File: config.mk
export PLATFORM = sky130hd
export DESIGN_NAME = mem_store
export DESIGN_NICKNAME = d
export VERILOG_FILES = /design/src/rtl/mem_store.sv
export SDC_FILE = /design/constraint.sdc
export NUM_CORES = 1
export LEC_CHECK = 0
export CAP_MARGIN = 20
export CORE_MARGIN = 1.5
export CORE_UTILIZATION = 49
export DETAILED_ROUTE_END_ITERATION = 10
export PLACE_DENSITY = 0.83
export SLEW_MARGIN = 20
export SYNTH_ARGS = -nofsm -noshare
export SYNTH_HDL_FRONTEND = slang
export SYNTH_SLANG_ARGS = --single-unit
export TNS_END_PERCENT = 1
File: constraint.sdc
create_clock -name clk -period 2.71 [get_ports clk]
set_clock_uncertainty 0.2 [all_clocks]
set_input_delay 0.6775 -clock clk [delete_from_list [all_inputs] [get_ports clk]]
set_output_delay 0.6775 -clock clk [all_outputs]
set_load 0.1 [all_outputs]
File: src/rtl/mem_store.sv
// -----------------------------------------------------------------------------
// mem_store
//
// Byte-serial store engine. A request carries a first byte address, a byte
// count minus one (req_extra) and a little-endian payload. An accepted request
// is either faulted (it would run past the top of the address space, or, with
// the bounds feature compiled in, leave the writable window) or written out as
// req_extra+1 consecutive single-byte RAM writes. Either way the engine ends
// with a one-cycle done pulse (error coincident for a fault), then returns to
// idle.
//
// Handshake: a request transfers on a rising clk edge where req_valid and
// req_ready are both high. req_ready is high only while the engine is idle;
// req_valid is ignored otherwise, so a held request is taken on the first
// idle cycle after the done pulse.
//
// Optional feature: define MEM_STORE_BOUNDS_EN to also fault requests with
// req_addr < lower_bound or req_addr+req_extra > upper_bound. Without it the
// bound ports remain on the interface but are ignored.
//
// Parameters
//   AW     address MSB index; addresses are AW+1 bits
//   EXTRA  width of req_extra; payload is 2**EXTRA bytes
//
// Ports
//   clk          clock, all state changes on the rising edge
//   reset        asynchronous active-low reset
//   req_valid    store request present
//   req_ready    engine idle, request accepted this cycle (registered)
//   req_addr     first byte address
//   req_extra    byte count minus one
//   req_data     little-endian payload, byte i at [8i+7:8i]
//   lower_bound  lowest writable address, inclusive
//   upper_bound  highest writable address, inclusive
//   ram_we       byte write strobe (registered)
//   ram_addr     byte write address, 0 when ram_we=0 (registered)
//   ram_wdata    byte write data, 0 when ram_we=0 (registered)
//   done         one-cycle completion pulse (registered)
//   error        one-cycle fault pulse, coincident with done (registered)
//   dbg_state    current FSM state (0 IDLE, 1 WRITE, 2 FINISH)
// -----------------------------------------------------------------------------
module mem_store #(
    parameter int AW    = 6,
    parameter int EXTRA = 4
) (
    input  logic                      clk,
    input  logic                      reset,
    input  logic                      req_valid,
    output logic                      req_ready,
    input  logic [AW:0]               req_addr,
    input  logic [EXTRA-1:0]          req_extra,
    input  logic [(2**EXTRA)*8-1:0]   req_data,
    input  logic [AW:0]               lower_bound,
    input  logic [AW:0]               upper_bound,
    output logic                      ram_we,
    output logic [AW:0]               ram_addr,
    output logic [7:0]                ram_wdata,
    output logic                      done,
    output logic                      error,
    output logic [1:0]                dbg_state
);

    localparam int AWW = AW + 1;
    localparam int DW  = (2**EXTRA) * 8;
    // Sum width: wide enough that addr+extra can never wrap.
    localparam int SW  = (AW + 2 > EXTRA + 1) ? AW + 2 : EXTRA + 1;
    localparam logic [SW-1:0] ADDR_MAX = SW'((2**AWW) - 1);

    typedef enum logic [1:0] {
        IDLE   = 2'd0,
        WRITE  = 2'd1,
        FINISH = 2'd2
    } state_t;

    state_t           state, state_nx;
    logic [EXTRA-1:0] left_q, left_nx;     // beats still to go after the current one
    logic [DW-1:0]    data_q, data_nx;     // payload, next byte kept in [7:0]

    logic             ready_nx;
    logic             we_nx;
    logic [AW:0]      addr_nx;
    logic [7:0]       wdata_nx;
    logic             done_nx;
    logic             error_nx;

    logic             accept;
    logic [SW-1:0]    last_byte;
    logic             fault;

    assign accept    = req_valid && req_ready;
    assign last_byte = SW'(req_addr) + SW'(req_extra);

`ifdef MEM_STORE_BOUNDS_EN
    assign fault = (last_byte > ADDR_MAX)
                || (req_addr < lower_bound)
                || (last_byte > SW'(upper_bound));
`else
    logic unused_bounds;
    assign unused_bounds = ^{lower_bound, upper_bound};
    assign fault = (last_byte > ADDR_MAX);
`endif

    assign dbg_state = state;

    // Next state and next registered outputs. Outputs default to the idle
    // values so address/data read 0 whenever no write is in flight.
    always_comb begin
        state_nx = state;
        left_nx  = left_q;
        data_nx  = data_q;
        ready_nx = 1'b0;
        we_nx    = 1'b0;
        addr_nx  = '0;
        wdata_nx = '0;
        done_nx  = 1'b0;
        error_nx = 1'b0;

        case (state)
            IDLE: begin
                ready_nx = 1'b1;
                if (accept) begin
                    ready_nx = 1'b0;
                    if (fault) begin
                        state_nx = FINISH;
                        done_nx  = 1'b1;
                        error_nx = 1'b1;
                    end else begin
                        // Beat 0 goes out in the cycle right after acceptance.
                        state_nx = WRITE;
                        we_nx    = 1'b1;
                        addr_nx  = req_addr;
                        wdata_nx = req_data[7:0];
                        data_nx  = req_data >> 8;
                        left_nx  = req_extra;
                    end
                end
            end

            WRITE: begin
                if (left_q == '0) begin
                    state_nx = FINISH;
                    done_nx  = 1'b1;
                end else begin
                    we_nx    = 1'b1;
                    addr_nx  = ram_addr + AWW'(1);
                    wdata_nx = data_q[7:0];
                    data_nx  = data_q >> 8;
                    left_nx  = left_q - EXTRA'(1);
                end
            end

            FINISH: begin
                state_nx = IDLE;
                ready_nx = 1'b1;
            end

            default: begin
                state_nx = IDLE;
                ready_nx = 1'b1;
            end
        endcase
    end

    always_ff @(posedge clk or negedge reset) begin
        if (!reset) begin
            state     <= IDLE;
            left_q    <= '0;
            data_q    <= '0;
            req_ready <= 1'b1;
            ram_we    <= 1'b0;
            ram_addr  <= '0;
            ram_wdata <= '0;
            done      <= 1'b0;
            error     <= 1'b0;
        end else begin
            state     <= state_nx;
            left_q    <= left_nx;
            data_q    <= data_nx;
            req_ready <= ready_nx;
            ram_we    <= we_nx;
            ram_addr  <= addr_nx;
            ram_wdata <= wdata_nx;
            done      <= done_nx;
            error     <= error_nx;
        end
    end

endmodule

==> impl_metrics.prom, run 1 <==
# TYPE chip_impl_metric gauge
chip_impl_info{name="outcome",value="completed"} 1
chip_impl_metric{name="grt_pass1_vias",unit=""} 5587
chip_impl_metric{name="setup_tns",unit="ns"} 0
chip_impl_metric{name="num_rows",unit=""} 43
chip_impl_metric{name="worst_setup_hold_path_clk_slew",unit="ns"} 0.06
chip_impl_metric{name="synth.lib_cells_used.distinct",unit=""} 40
chip_impl_metric{name="worstRegToRegCells",unit=""} 7
chip_impl_metric{name="finalNonFillerCells",unit=""} 965
chip_impl_metric{name="worstPathBufferInverterCount",unit=""} 2
chip_impl_metric{name="detailedRoute.firstIterationViolations",unit=""} 465
chip_impl_info{name="synth_most_common_cell",value="sky130_fd_sc_hd__dfrtp_1"} 1
chip_impl_metric{name="routabilityCongestion",unit=""} 0.859
chip_impl_metric{name="post-route-util",unit="%"} 67.2
chip_impl_info{name="synthFlopType",value="sky130_fd_sc_hd__dfrtp_1"} 1
chip_impl_info{name="worst_setup_path_start_kind",value="primary input"} 1
chip_impl_info{name="holdCritPathClass",value="in2async"} 1
chip_impl_metric{name="cpPeakStageDelay",unit="ns"} 0.51
chip_impl_metric{name="post_cts_setup_driven_buffer_insertion_count",unit=""} 0
chip_impl_info{name="critical-path-top-delay-family",value="compound AO/OA/AOI/OAI gates"} 1
chip_impl_metric{name="dpl.hpwl",unit="mm"} 11.5
chip_impl_metric{name="track_usage",unit="%"} 24.4
chip_impl_info{name="category_of_the_worst_setup_path_capture_point",value="flop"} 1
chip_impl_metric{name="dpl_cell_area",unit="µm²"} 8690
chip_impl_metric{name="power.density",unit="nW/µm²"} 1280
chip_impl_metric{name="vert_die_dim",unit="µm"} 121
chip_impl_metric{name="wl_per_cell",unit="µm"} 17.9
chip_impl_metric{name="yosysWarnings",unit=""} 0
chip_impl_metric{name="antenna_found_initial",unit=""} 0
chip_impl_metric{name="drcViolationCount",unit=""} 0
chip_impl_metric{name="clock_sinks",unit=""} 145
chip_impl_metric{name="detailedPlace.worstSlack",unit="ns"} -0.225
chip_impl_metric{name="synth-edff-count",unit=""} 0
chip_impl_metric{name="min_hold_slack",unit="ns"} 0.0166
chip_impl_info{name="rr_endpoint",value="left_q[0]"} 1
chip_impl_metric{name="fmax",unit="GHz"} 0.393
chip_impl_metric{name="initial_utilization",unit="%"} 49.7
chip_impl_metric{name="clockBufferDepth",unit=""} 2
chip_impl_metric{name="gr-total-overflow",unit=""} 0
chip_impl_metric{name="crit_arrival",unit="ns"} 2.68
chip_impl_metric{name="finalPower",unit="mW"} 11.9
chip_impl_info{name="critPathSlowestCell",value="sky130_fd_sc_hd__clkdlybuf4s50_1"} 1
chip_impl_metric{name="netlist_area",unit="µm²"} 6850
chip_impl_metric{name="final-setup-viol-count",unit=""} 0
chip_impl_metric{name="num_io_pins",unit=""} 177
chip_impl_info{name="cts_root_buffer",value="sky130_fd_sc_hd__clkbuf_16"} 1
chip_impl_metric{name="count_of_state_elements_after_synthesis",unit=""} 145
chip_impl_metric{name="cts_resized",unit=""} 0
chip_impl_metric{name="cts_buffers",unit=""} 17
chip_impl_metric{name="synth_top_cell_area_share",unit="%"} 52.6
chip_impl_metric{name="dr.pass1.iters",unit=""} 5
chip_impl_metric{name="clk-insertion-delay-late",unit="ns"} 0.42
chip_impl_metric{name="dr_total_vias",unit=""} 5524
chip_impl_metric{name="path_max_fanout",unit=""} 20
chip_impl_metric{name="cap_viol_max_count",unit=""} 0
chip_impl_metric{name="antenna_cells",unit=""} 0
chip_impl_metric{name="maximum_vdd_drop",unit="mV"} 0.807
chip_impl_metric{name="drtAntennaViolNets",unit=""} 0
chip_impl_metric{name="worstPathRequired",unit="ns"} 2.85
chip_impl_metric{name="post_route_cells_drive_above_1_share",unit="%"} 11.3
chip_impl_metric{name="power.static_leakage",unit="nW"} 4.23
chip_impl_info{name="synth.top_cells.by_count",value="144 x sky130_fd_sc_hd__dfrtp_1, 114 x sky130_fd_sc_hd__nand3_1, 113 x sky130_fd_sc_hd__mux2i_1, 62 x sky130_fd_sc_hd__o21ai_1, 51 x sky130_fd_sc_hd__o21ai_0"} 1
chip_impl_metric{name="critical_path_depth",unit=""} 7
chip_impl_metric{name="n_fill_cell",unit=""} 1023
chip_impl_info{name="path_cells",value="clkdlybuf4s50_1, ha_1, a211o_1, a211oi_4, nor2_4, buf_4, o21ai_1"} 1
chip_impl_metric{name="synth_area_per_cell",unit="µm²"} 11.1
chip_impl_metric{name="first_pass_grt_wire_length",unit="mm"} 28.0
chip_impl_metric{name="postSynthCellCount",unit=""} 618
chip_impl_info{name="tritoncts",value="done"} 1
chip_impl_metric{name="max-slew-margin-rel",unit="%"} 65.3
chip_impl_metric{name="synth-async-reset-ratio",unit="%"} 100
chip_impl_metric{name="pin_count_of_the_biggest_net_entering_global_routing",unit=""} 70
chip_impl_metric{name="synth_seq_area_share",unit="%"} 53.0
chip_impl_metric{name="die_w",unit="µm"} 121
chip_impl_info{name="rr_startpoint",value="left_q[0]"} 1
chip_impl_metric{name="timing.final.max_slew_violations",unit=""} 0
chip_impl_metric{name="cts.hold.buffers_added",unit=""} 0
chip_impl_info{name="synth_area_leader_cell",value="sky130_fd_sc_hd__dfrtp_1"} 1
chip_impl_metric{name="drt_wl_total",unit="mm"} 17.3
chip_impl_metric{name="synth.net_count",unit=""} 780
chip_impl_info{name="unrepaired_setup_endpoints_after_global_routing",value="no"} 1
chip_impl_metric{name="design_area",unit="µm²"} 9250
chip_impl_metric{name="core",unit="µm²"} 13800
chip_impl_info{name="crit_path_start",value="req_extra[1]"} 1
chip_impl_metric{name="die_area",unit="µm²"} 14700
chip_impl_info{name="path_class",value="in2reg"} 1
chip_impl_info{name="synth.area.top_cells",value="sky130_fd_sc_hd__dfrtp_1 53%, sky130_fd_sc_hd__mux2i_1 17%, sky130_fd_sc_hd__nand3_1 8.3%, sky130_fd_sc_hd__o21ai_1 4.5%, sky130_fd_sc_hd__o21ai_0 3.7%"} 1
chip_impl_metric{name="cts.htree.levels",unit=""} 4
chip_impl_metric{name="post-route-period-util",unit="%"} 93.9
chip_impl_metric{name="post-route-worst-setup-slack",unit="ns"} 0.166
chip_impl_metric{name="placed_cells_incl_taps",unit=""} 933
chip_impl_metric{name="timing_worst_slew_pin_value",unit="ns"} 0.520
chip_impl_metric{name="final.min_clock_period",unit="ns"} 2.54
chip_impl_metric{name="port-buffer-count",unit=""} 162
chip_impl_metric{name="nNetsFinal",unit=""} 934
chip_impl_metric{name="report.final.hold_viol_count",unit=""} 0
chip_impl_metric{name="areaGrowthSynthToFinish",unit="%"} 35.1
chip_impl_metric{name="detail_route.vias_per_cell",unit=""} 5.72
chip_impl_metric{name="setup.reg_to_reg.worst_slack",unit="ns"} 0.36
## placed cells by master, fill, tap and decap left out, types with 4 or more instances in the layout
cell                              Yosys  layout
sky130_fd_sc_hd__clkbuf_16            0      17
sky130_fd_sc_hd__o2bb2ai_1            4       4
sky130_fd_sc_hd__buf_12               0       9
sky130_fd_sc_hd__ha_1                 6       6
sky130_fd_sc_hd__clkdlybuf4s50_1      0     140
sky130_fd_sc_hd__clkinv_2             0       4
sky130_fd_sc_hd__buf_4               10      39
sky130_fd_sc_hd__clkbuf_8             0       5
sky130_fd_sc_hd__clkbuf_1            12       5
sky130_fd_sc_hd__xnor2_1              4       4
sky130_fd_sc_hd__o21ai_0             51      51
sky130_fd_sc_hd__a21oi_1              4       4
sky130_fd_sc_hd__inv_1                4       4
sky130_fd_sc_hd__nand2_1              4       4
sky130_fd_sc_hd__nand3_1            114     114
sky130_fd_sc_hd__a22o_1              20      20
sky130_fd_sc_hd__o21ai_1             62      62
sky130_fd_sc_hd__mux2i_1            113     113
sky130_fd_sc_hd__dfrtp_1            144     144
## sequential cells by signal (all words and copies together), names as in the netlist
| signal | count |
|---|---|
| ram_addr | 7 |
| error | 1 |
| dbg_state | 2 |
| ram_we | 1 |
| ram_wdata | 8 |
| done | 1 |
| left_q | 4 |
| req_ready | 1 |
| data_q | 120 |
## cell type report
type	instances	area, µm²	share of cell area, %
clock buffer	27	513	5.55
clock inverter	5	50.0	0.541
inverter	5	18.8	0.203
multi-input combinational	414	2930	31.6
sequential	145	3630	39.2
tap	180	225	2.44
timing repair buffer	189	1890	20.4
## routing by layer
layer  vias up  track usage (%)  share of wire, %
met5         -                0                 0
met4         0             8.09               1.5
met3        28             6.44               7.2
met2       192             39.5                49
met1      2730             32.1                43
li1       2574                -                 -
## cells by family after synthesis
logic type               synth area share [%]
adder cells (fa/ha/maj)                  1.10
multiplexers                             16.5
buffers and inverters                    4.64
flip-flops                               53.0
AO/OA/AOI/OAI                            13.5
XOR/XNOR                                0.640
AND/OR/NAND/NOR                          10.6
## report_power, final
part / internal (mW) / switching, mW / total [mW] / leakage (nW)
registers: 3.22 / 0.575 / 3.79 / 1.82
logic: 2.31 / 3.53 / 5.84 / 2.13
clock network: 1.38 / 0.852 / 2.23 / 0.281
## how the worst max path moves through the flow
stage                             to  slack, ns
after floorplan            left_q[0]       0.28
after global placement     left_q[0]      -0.18
after detailed placement   data_q[3]      -0.23
after CTS                 data_q[90]       0.18
after global routing      data_q[22]       0.08
final                     data_q[90]       0.17
(Power assumes the default switching activity.)
==> run 2, diff against run 1 <==
==> constraint.sdc (replaced) <==
create_clock -name clk -period 2.7 [get_ports clk]
set_clock_uncertainty 0.2 [all_clocks]
set_input_delay 0.675 -clock clk [delete_from_list [all_inputs] [get_ports clk]]
set_output_delay 0.675 -clock clk [all_outputs]
set_load 0.1 [all_outputs]
==> impl_metrics.prom, run 2 (synthesis gave the netlist of run 1 again) <==
# TYPE chip_impl_metric gauge
chip_impl_metric{name="wl_per_cell",unit="µm"} 17.8
chip_impl_metric{name="antenna_cells",unit=""} 0
chip_impl_metric{name="cts.htree.levels",unit=""} 4
chip_impl_metric{name="fmax",unit="GHz"} 0.392
chip_impl_metric{name="num_io_pins",unit=""} 177
chip_impl_metric{name="initial_utilization",unit="%"} 49.7
chip_impl_info{name="path_cells",value="clkdlybuf4s50_1, ha_1, a211o_1, a211o_4, buf_12, nand3_1, o21ai_1"} 1
chip_impl_metric{name="timing.final.max_slew_violations",unit=""} 0
chip_impl_metric{name="drtAntennaViolNets",unit=""} 0
chip_impl_metric{name="dpl.hpwl",unit="mm"} 11.6
chip_impl_metric{name="die_area",unit="µm²"} 14700
chip_impl_metric{name="final.min_clock_period",unit="ns"} 2.55
chip_impl_metric{name="cap_viol_max_count",unit=""} 0
chip_impl_metric{name="dr.pass1.iters",unit=""} 6
chip_impl_metric{name="detailedPlace.worstSlack",unit="ns"} -0.279
chip_impl_metric{name="path_max_fanout",unit=""} 57
chip_impl_metric{name="pin_count_of_the_biggest_net_entering_global_routing",unit=""} 70
chip_impl_metric{name="worstPathRequired",unit="ns"} 2.80
chip_impl_metric{name="min_hold_slack",unit="ns"} 0.00673
chip_impl_metric{name="vert_die_dim",unit="µm"} 121
chip_impl_metric{name="setup.reg_to_reg.worst_slack",unit="ns"} 0.40
chip_impl_metric{name="clockBufferDepth",unit=""} 2
chip_impl_info{name="tritoncts",value="done"} 1
chip_impl_metric{name="die_w",unit="µm"} 121
chip_impl_metric{name="grt_pass1_vias",unit=""} 5590
chip_impl_info{name="regMostFlops",value="data_q"} 1
chip_impl_metric{name="largest_reg_flops",unit=""} 120
chip_impl_metric{name="design_area",unit="µm²"} 9350
chip_impl_metric{name="post-route-util",unit="%"} 67.9
chip_impl_info{name="category_of_the_worst_setup_path_capture_point",value="flop"} 1
chip_impl_metric{name="detailedRoute.firstIterationViolations",unit=""} 371
chip_impl_metric{name="cts_resized",unit=""} 0
chip_impl_info{name="holdCritPathClass",value="in2async"} 1
chip_impl_metric{name="antenna_found_initial",unit=""} 0
chip_impl_metric{name="power.density",unit="nW/µm²"} 1310
chip_impl_info{name="outcome",value="completed"} 1
chip_impl_info{name="cts_root_buffer",value="sky130_fd_sc_hd__clkbuf_16"} 1
chip_impl_metric{name="final-setup-viol-count",unit=""} 0
chip_impl_metric{name="nNetsFinal",unit=""} 935
chip_impl_metric{name="drcViolationCount",unit=""} 0
chip_impl_metric{name="post-route-worst-setup-slack",unit="ns"} 0.151
chip_impl_info{name="worst_setup_path_start_kind",value="primary input"} 1
chip_impl_metric{name="port-buffer-count",unit=""} 162
chip_impl_info{name="path_class",value="in2reg"} 1
chip_impl_metric{name="clock_sinks",unit=""} 145
chip_impl_metric{name="finalNonFillerCells",unit=""} 966
chip_impl_metric{name="track_usage",unit="%"} 24.0
chip_impl_metric{name="post_cts_setup_driven_buffer_insertion_count",unit=""} 0
chip_impl_metric{name="first_pass_grt_wire_length",unit="mm"} 27.4
chip_impl_metric{name="maximum_vdd_drop",unit="mV"} 0.553
chip_impl_metric{name="placed_cells_incl_taps",unit=""} 934
chip_impl_metric{name="clk-insertion-delay-late",unit="ns"} 0.43
chip_impl_metric{name="power.static_leakage",unit="nW"} 4.27
chip_impl_metric{name="max-slew-margin-rel",unit="%"} 64.5
chip_impl_metric{name="post-route-period-util",unit="%"} 94.4
chip_impl_metric{name="worst_setup_hold_path_clk_slew",unit="ns"} 0.06
chip_impl_metric{name="finalPower",unit="mW"} 12.2
chip_impl_metric{name="drt_wl_total",unit="mm"} 17.2
chip_impl_metric{name="cpPeakStageDelay",unit="ns"} 0.45
chip_impl_metric{name="routabilityCongestion",unit=""} 0.855
chip_impl_info{name="layout_commonest_cell",value="sky130_fd_sc_hd__dfrtp_1"} 1
chip_impl_info{name="unrepaired_setup_endpoints_after_global_routing",value="no"} 1
chip_impl_metric{name="cts.hold.buffers_added",unit=""} 0
chip_impl_metric{name="detail_route.vias_per_cell",unit=""} 5.75
chip_impl_metric{name="core",unit="µm²"} 13800
chip_impl_metric{name="cts_buffers",unit=""} 17
chip_impl_metric{name="gr-total-overflow",unit=""} 0
chip_impl_metric{name="num_rows",unit=""} 43
chip_impl_metric{name="dpl_cell_area",unit="µm²"} 8690
chip_impl_metric{name="crit_arrival",unit="ns"} 2.65
chip_impl_info{name="final_cell_mix",value="144 x sky130_fd_sc_hd__dfrtp_1, 140 x sky130_fd_sc_hd__clkdlybuf4s50_1, 114 x sky130_fd_sc_hd__nand3_1"} 1
chip_impl_metric{name="areaGrowthSynthToFinish",unit="%"} 36.5
chip_impl_metric{name="timing_worst_slew_pin_value",unit="ns"} 0.533
chip_impl_metric{name="post_route_cells_drive_above_1_share",unit="%"} 12.1
chip_impl_metric{name="report.final.hold_viol_count",unit=""} 0
chip_impl_metric{name="setup_tns",unit="ns"} 0
chip_impl_info{name="layout_top_registers",value="data_q: 120 flops, ram_wdata: 8 flops, ram_addr: 7 flops"} 1
chip_impl_metric{name="dr_total_vias",unit=""} 5553
chip_impl_info{name="critPathSlowestCell",value="sky130_fd_sc_hd__clkdlybuf4s50_1"} 1
==> run 2: cell types whose count changed in the layout (fill, tap and decap cells not counted), sizes merged <==
cell | before | now
clkinv | 4 | 2
bufinv | 1 | 3
buf | 49 | 50
clkinvlp | 0 | 2
clkbuf | 27 | 25
==> run 2: path summary, 6_finish.rpt <==
kind / cells after the start / end / startpoint
max: 7 / data_q[86] / req_addr[1]
min reg2reg: 1 / ram_wdata[0] / data_q[0]
min in group clk: 1 / ram_wdata[0] / data_q[0]
max reg2reg: 7 / left_q[0] / left_q[0]
max in group asynchronous: 2 / req_ready / reset
min: 1 / ram_wdata[3] / reset
==> run 2: cell type report <==
type,instances,area [µm²]
Clock buffer,25,536
Clock inverter,7,119
Fill cell,1024,4430
Inverter,5,18.8
Multi-Input combinational cell,414,2930
Sequential cell,145,3630
Tap cell,180,225
Timing Repair Buffer,190,1890
==> run 2: power by group <==
part,switching (mW),total [mW],internal [mW],leakage [nW]
Sequential,0.590,3.82,3.23,1.82
Clock,0.889,2.54,1.65,0.318
Combinational,3.52,5.85,2.32,2.14
==> run 2: routing by layer <==
| metal | part of all wire [%] | global-route usage, % |
|---|---|---|
| met1 | 43 | 31.1 |
| met3 | 6.4 | 6.16 |
| met4 | 1.5 | 8.09 |
| met5 | 0 | 0 |
| met2 | 49 | 39.4 |
==> run 2: critical path, delay by kind of cell <==
family,cells,cell delay (ns)
simple gates,1,0.15
fa+ha+maj,1,0.31
buf+inv,2,0.65
compound gates,3,0.84
==> run 3, diff against run 2 <==
--- a/config.mk
+++ b/config.mk
@@ -9,7 +9,7 @@
 export CORE_MARGIN = 1.5
 export CORE_UTILIZATION = 49
 export DETAILED_ROUTE_END_ITERATION = 10
-export PLACE_DENSITY = 0.83
+export PLACE_DENSITY = 0.8
 export SLEW_MARGIN = 20
 export SYNTH_ARGS = -nofsm -noshare
 export SYNTH_HDL_FRONTEND = slang
==> impl_metrics.prom, run 3 (synthesis gave the netlist of run 1 again) <==
# TYPE chip_impl_metric gauge
chip_impl_info{name="final_cell_mix",value="144 x sky130_fd_sc_hd__dfrtp_1, 140 x sky130_fd_sc_hd__clkdlybuf4s50_1, 114 x sky130_fd_sc_hd__nand3_1"} 1
chip_impl_metric{name="first_pass_grt_wire_length",unit="mm"} 26.9
chip_impl_metric{name="cap_viol_max_count",unit=""} 0
chip_impl_metric{name="final.min_clock_period",unit="ns"} 2.60
chip_impl_metric{name="gr-total-overflow",unit=""} 0
chip_impl_info{name="cts_root_buffer",value="sky130_fd_sc_hd__clkbuf_16"} 1
chip_impl_metric{name="drcViolationCount",unit=""} 0
chip_impl_metric{name="dr.pass1.iters",unit=""} 5
chip_impl_metric{name="detail_route.vias_per_cell",unit=""} 5.62
chip_impl_metric{name="timing.final.max_slew_violations",unit=""} 0
chip_impl_metric{name="final-setup-viol-count",unit=""} 0
chip_impl_metric{name="antenna_found_initial",unit=""} 0
chip_impl_metric{name="crit_arrival",unit="ns"} 2.71
chip_impl_metric{name="cts_buffers",unit=""} 17
chip_impl_metric{name="fmax",unit="GHz"} 0.384
chip_impl_metric{name="total_area_of_multi_input_combinational_cells",unit="µm²"} 2930
chip_impl_metric{name="maximum_vdd_drop",unit="mV"} 0.777
chip_impl_metric{name="core",unit="µm²"} 13800
chip_impl_metric{name="cts_resized",unit=""} 0
chip_impl_metric{name="dr_total_vias",unit=""} 5394
chip_impl_info{name="worst_setup_path_start_kind",value="primary input"} 1
chip_impl_info{name="regMostFlops",value="data_q"} 1
chip_impl_info{name="critical-path-top-delay-family",value="compound AO/OA/AOI/OAI gates"} 1
chip_impl_metric{name="placed_cells_incl_taps",unit=""} 927
chip_impl_info{name="holdCritPathClass",value="in2async"} 1
chip_impl_metric{name="dpl_cell_area",unit="µm²"} 8650
chip_impl_metric{name="clock_sinks",unit=""} 145
chip_impl_info{name="critPathSlowestCell",value="sky130_fd_sc_hd__clkdlybuf4s50_1"} 1
chip_impl_metric{name="initial_utilization",unit="%"} 49.7
chip_impl_metric{name="regArea",unit="µm²"} 3630
chip_impl_metric{name="setup_tns",unit="ns"} 0
chip_impl_metric{name="drt_wl_total",unit="mm"} 16.9
chip_impl_metric{name="track_usage",unit="%"} 23.7
chip_impl_info{name="tritoncts",value="done"} 1
chip_impl_metric{name="num_rows",unit=""} 43
chip_impl_info{name="path_class",value="in2reg"} 1
chip_impl_metric{name="antenna_cells",unit=""} 0
chip_impl_metric{name="vert_die_dim",unit="µm"} 121
chip_impl_metric{name="power.static_leakage",unit="nW"} 4.22
chip_impl_metric{name="design_area",unit="µm²"} 9250
chip_impl_metric{name="max-slew-margin-rel",unit="%"} 60.7
chip_impl_metric{name="n_fill_cell",unit=""} 1118
chip_impl_metric{name="largest_reg_flops",unit=""} 120
chip_impl_metric{name="cts.hold.buffers_added",unit=""} 0
chip_impl_metric{name="timing_worst_slew_pin_value",unit="ns"} 0.589
chip_impl_metric{name="clk-insertion-delay-late",unit="ns"} 0.42
chip_impl_metric{name="worst_setup_hold_path_clk_slew",unit="ns"} 0.06
chip_impl_metric{name="cts.htree.levels",unit=""} 4
chip_impl_metric{name="post_cts_setup_driven_buffer_insertion_count",unit=""} 0
chip_impl_metric{name="port-buffer-count",unit=""} 162
chip_impl_metric{name="post_route_cells_drive_above_1_share",unit="%"} 10.4
chip_impl_info{name="category_of_the_worst_setup_path_capture_point",value="flop"} 1
chip_impl_metric{name="wl_per_cell",unit="µm"} 17.6
chip_impl_info{name="path_cells",value="clkdlybuf4s50_1, ha_1, a211o_1, a211oi_4, nor2_4, buf_12, a22o_1"} 1
chip_impl_metric{name="clockBufferDepth",unit=""} 2
chip_impl_metric{name="detailedRoute.firstIterationViolations",unit=""} 315
chip_impl_metric{name="dpl.hpwl",unit="mm"} 11.4
chip_impl_metric{name="cpPeakStageDelay",unit="ns"} 0.50
chip_impl_metric{name="grt_pass1_vias",unit=""} 5322
chip_impl_metric{name="report.final.hold_viol_count",unit=""} 0
chip_impl_info{name="unrepaired_setup_endpoints_after_global_routing",value="no"} 1
chip_impl_metric{name="path_max_fanout",unit=""} 68
chip_impl_metric{name="finalNonFillerCells",unit=""} 959
chip_impl_info{name="layout_commonest_cell",value="sky130_fd_sc_hd__dfrtp_1"} 1
chip_impl_metric{name="finalPower",unit="mW"} 11.9
chip_impl_metric{name="num_io_pins",unit=""} 177
chip_impl_metric{name="die_area",unit="µm²"} 14700
chip_impl_metric{name="post-route-period-util",unit="%"} 96.5
chip_impl_metric{name="worstPathRequired",unit="ns"} 2.81
chip_impl_metric{name="routabilityCongestion",unit=""} 0.790
chip_impl_metric{name="pin_count_of_the_biggest_net_entering_global_routing",unit=""} 69
chip_impl_metric{name="power.density",unit="nW/µm²"} 1290
chip_impl_metric{name="areaGrowthSynthToFinish",unit="%"} 35.1
chip_impl_info{name="layout_top_registers",value="data_q: 120 flops, ram_wdata: 8 flops, ram_addr: 7 flops"} 1
chip_impl_metric{name="worstPathBufferInverterCount",unit=""} 2
chip_impl_metric{name="drtAntennaViolNets",unit=""} 0
chip_impl_metric{name="die_w",unit="µm"} 121
chip_impl_metric{name="nNetsFinal",unit=""} 928
chip_impl_info{name="outcome",value="completed"} 1
## run 3: routing by layer
| layer | routed length (µm) | vias to the layer above | track usage (%) |
|---|---|---|---|
| li1 | - | 2554 | - |
| met1 | 7490 | 2651 | 31.6 |
| met2 | 8280 | 170 | 38.6 |
| met3 | 957 | 19 | 5.45 |
| met4 | 197 | 0 | 7.06 |
| met5 | 0 | - | 0 |
## run 3: final cells by class
type | count | area share [%]
multi-input combinational | 414 | 31.7
timing repair buffer | 183 | 20.0
tap | 180 | 2.44
inverter | 5 | 0.203
clock buffer | 27 | 5.33
clock inverter | 5 | 1.08
sequential | 145 | 39.3
## run 3: final timing paths
check                             startpoint            to  slack (ns)  cells past startpoint
worst max-delay path            req_extra[1]   data_q[114]         0.1                      7
worst min-delay path                   reset         error        0.05                      1
worst max register to register     left_q[0]   data_q[106]        0.52                      7
worst min register to register     data_q[2]  ram_wdata[2]        0.29                      1
max in group asynchronous              reset   data_q[115]        1.60                      2
min in group clk                   data_q[2]  ram_wdata[2]        0.29                      1
## run 3: where the power goes
part	switching, mW	internal (mW)
sequential	0.576	3.23
combinational	3.47	2.26
clock	0.854	1.52
total	4.90	7.01
## run 3: per-stage QoR
stage	setup slack (ns)	hold WS (ns)	utilization, %
floorplan	0.275	0.179	-
detailed placement	-0.261	0.283	62.8
global route	0.0507	0.0851	67.1
CTS	0.125	0.0607	67.1
finish	0.0955	0.0467	67.1
global placement	-0.220	0.278	62.8
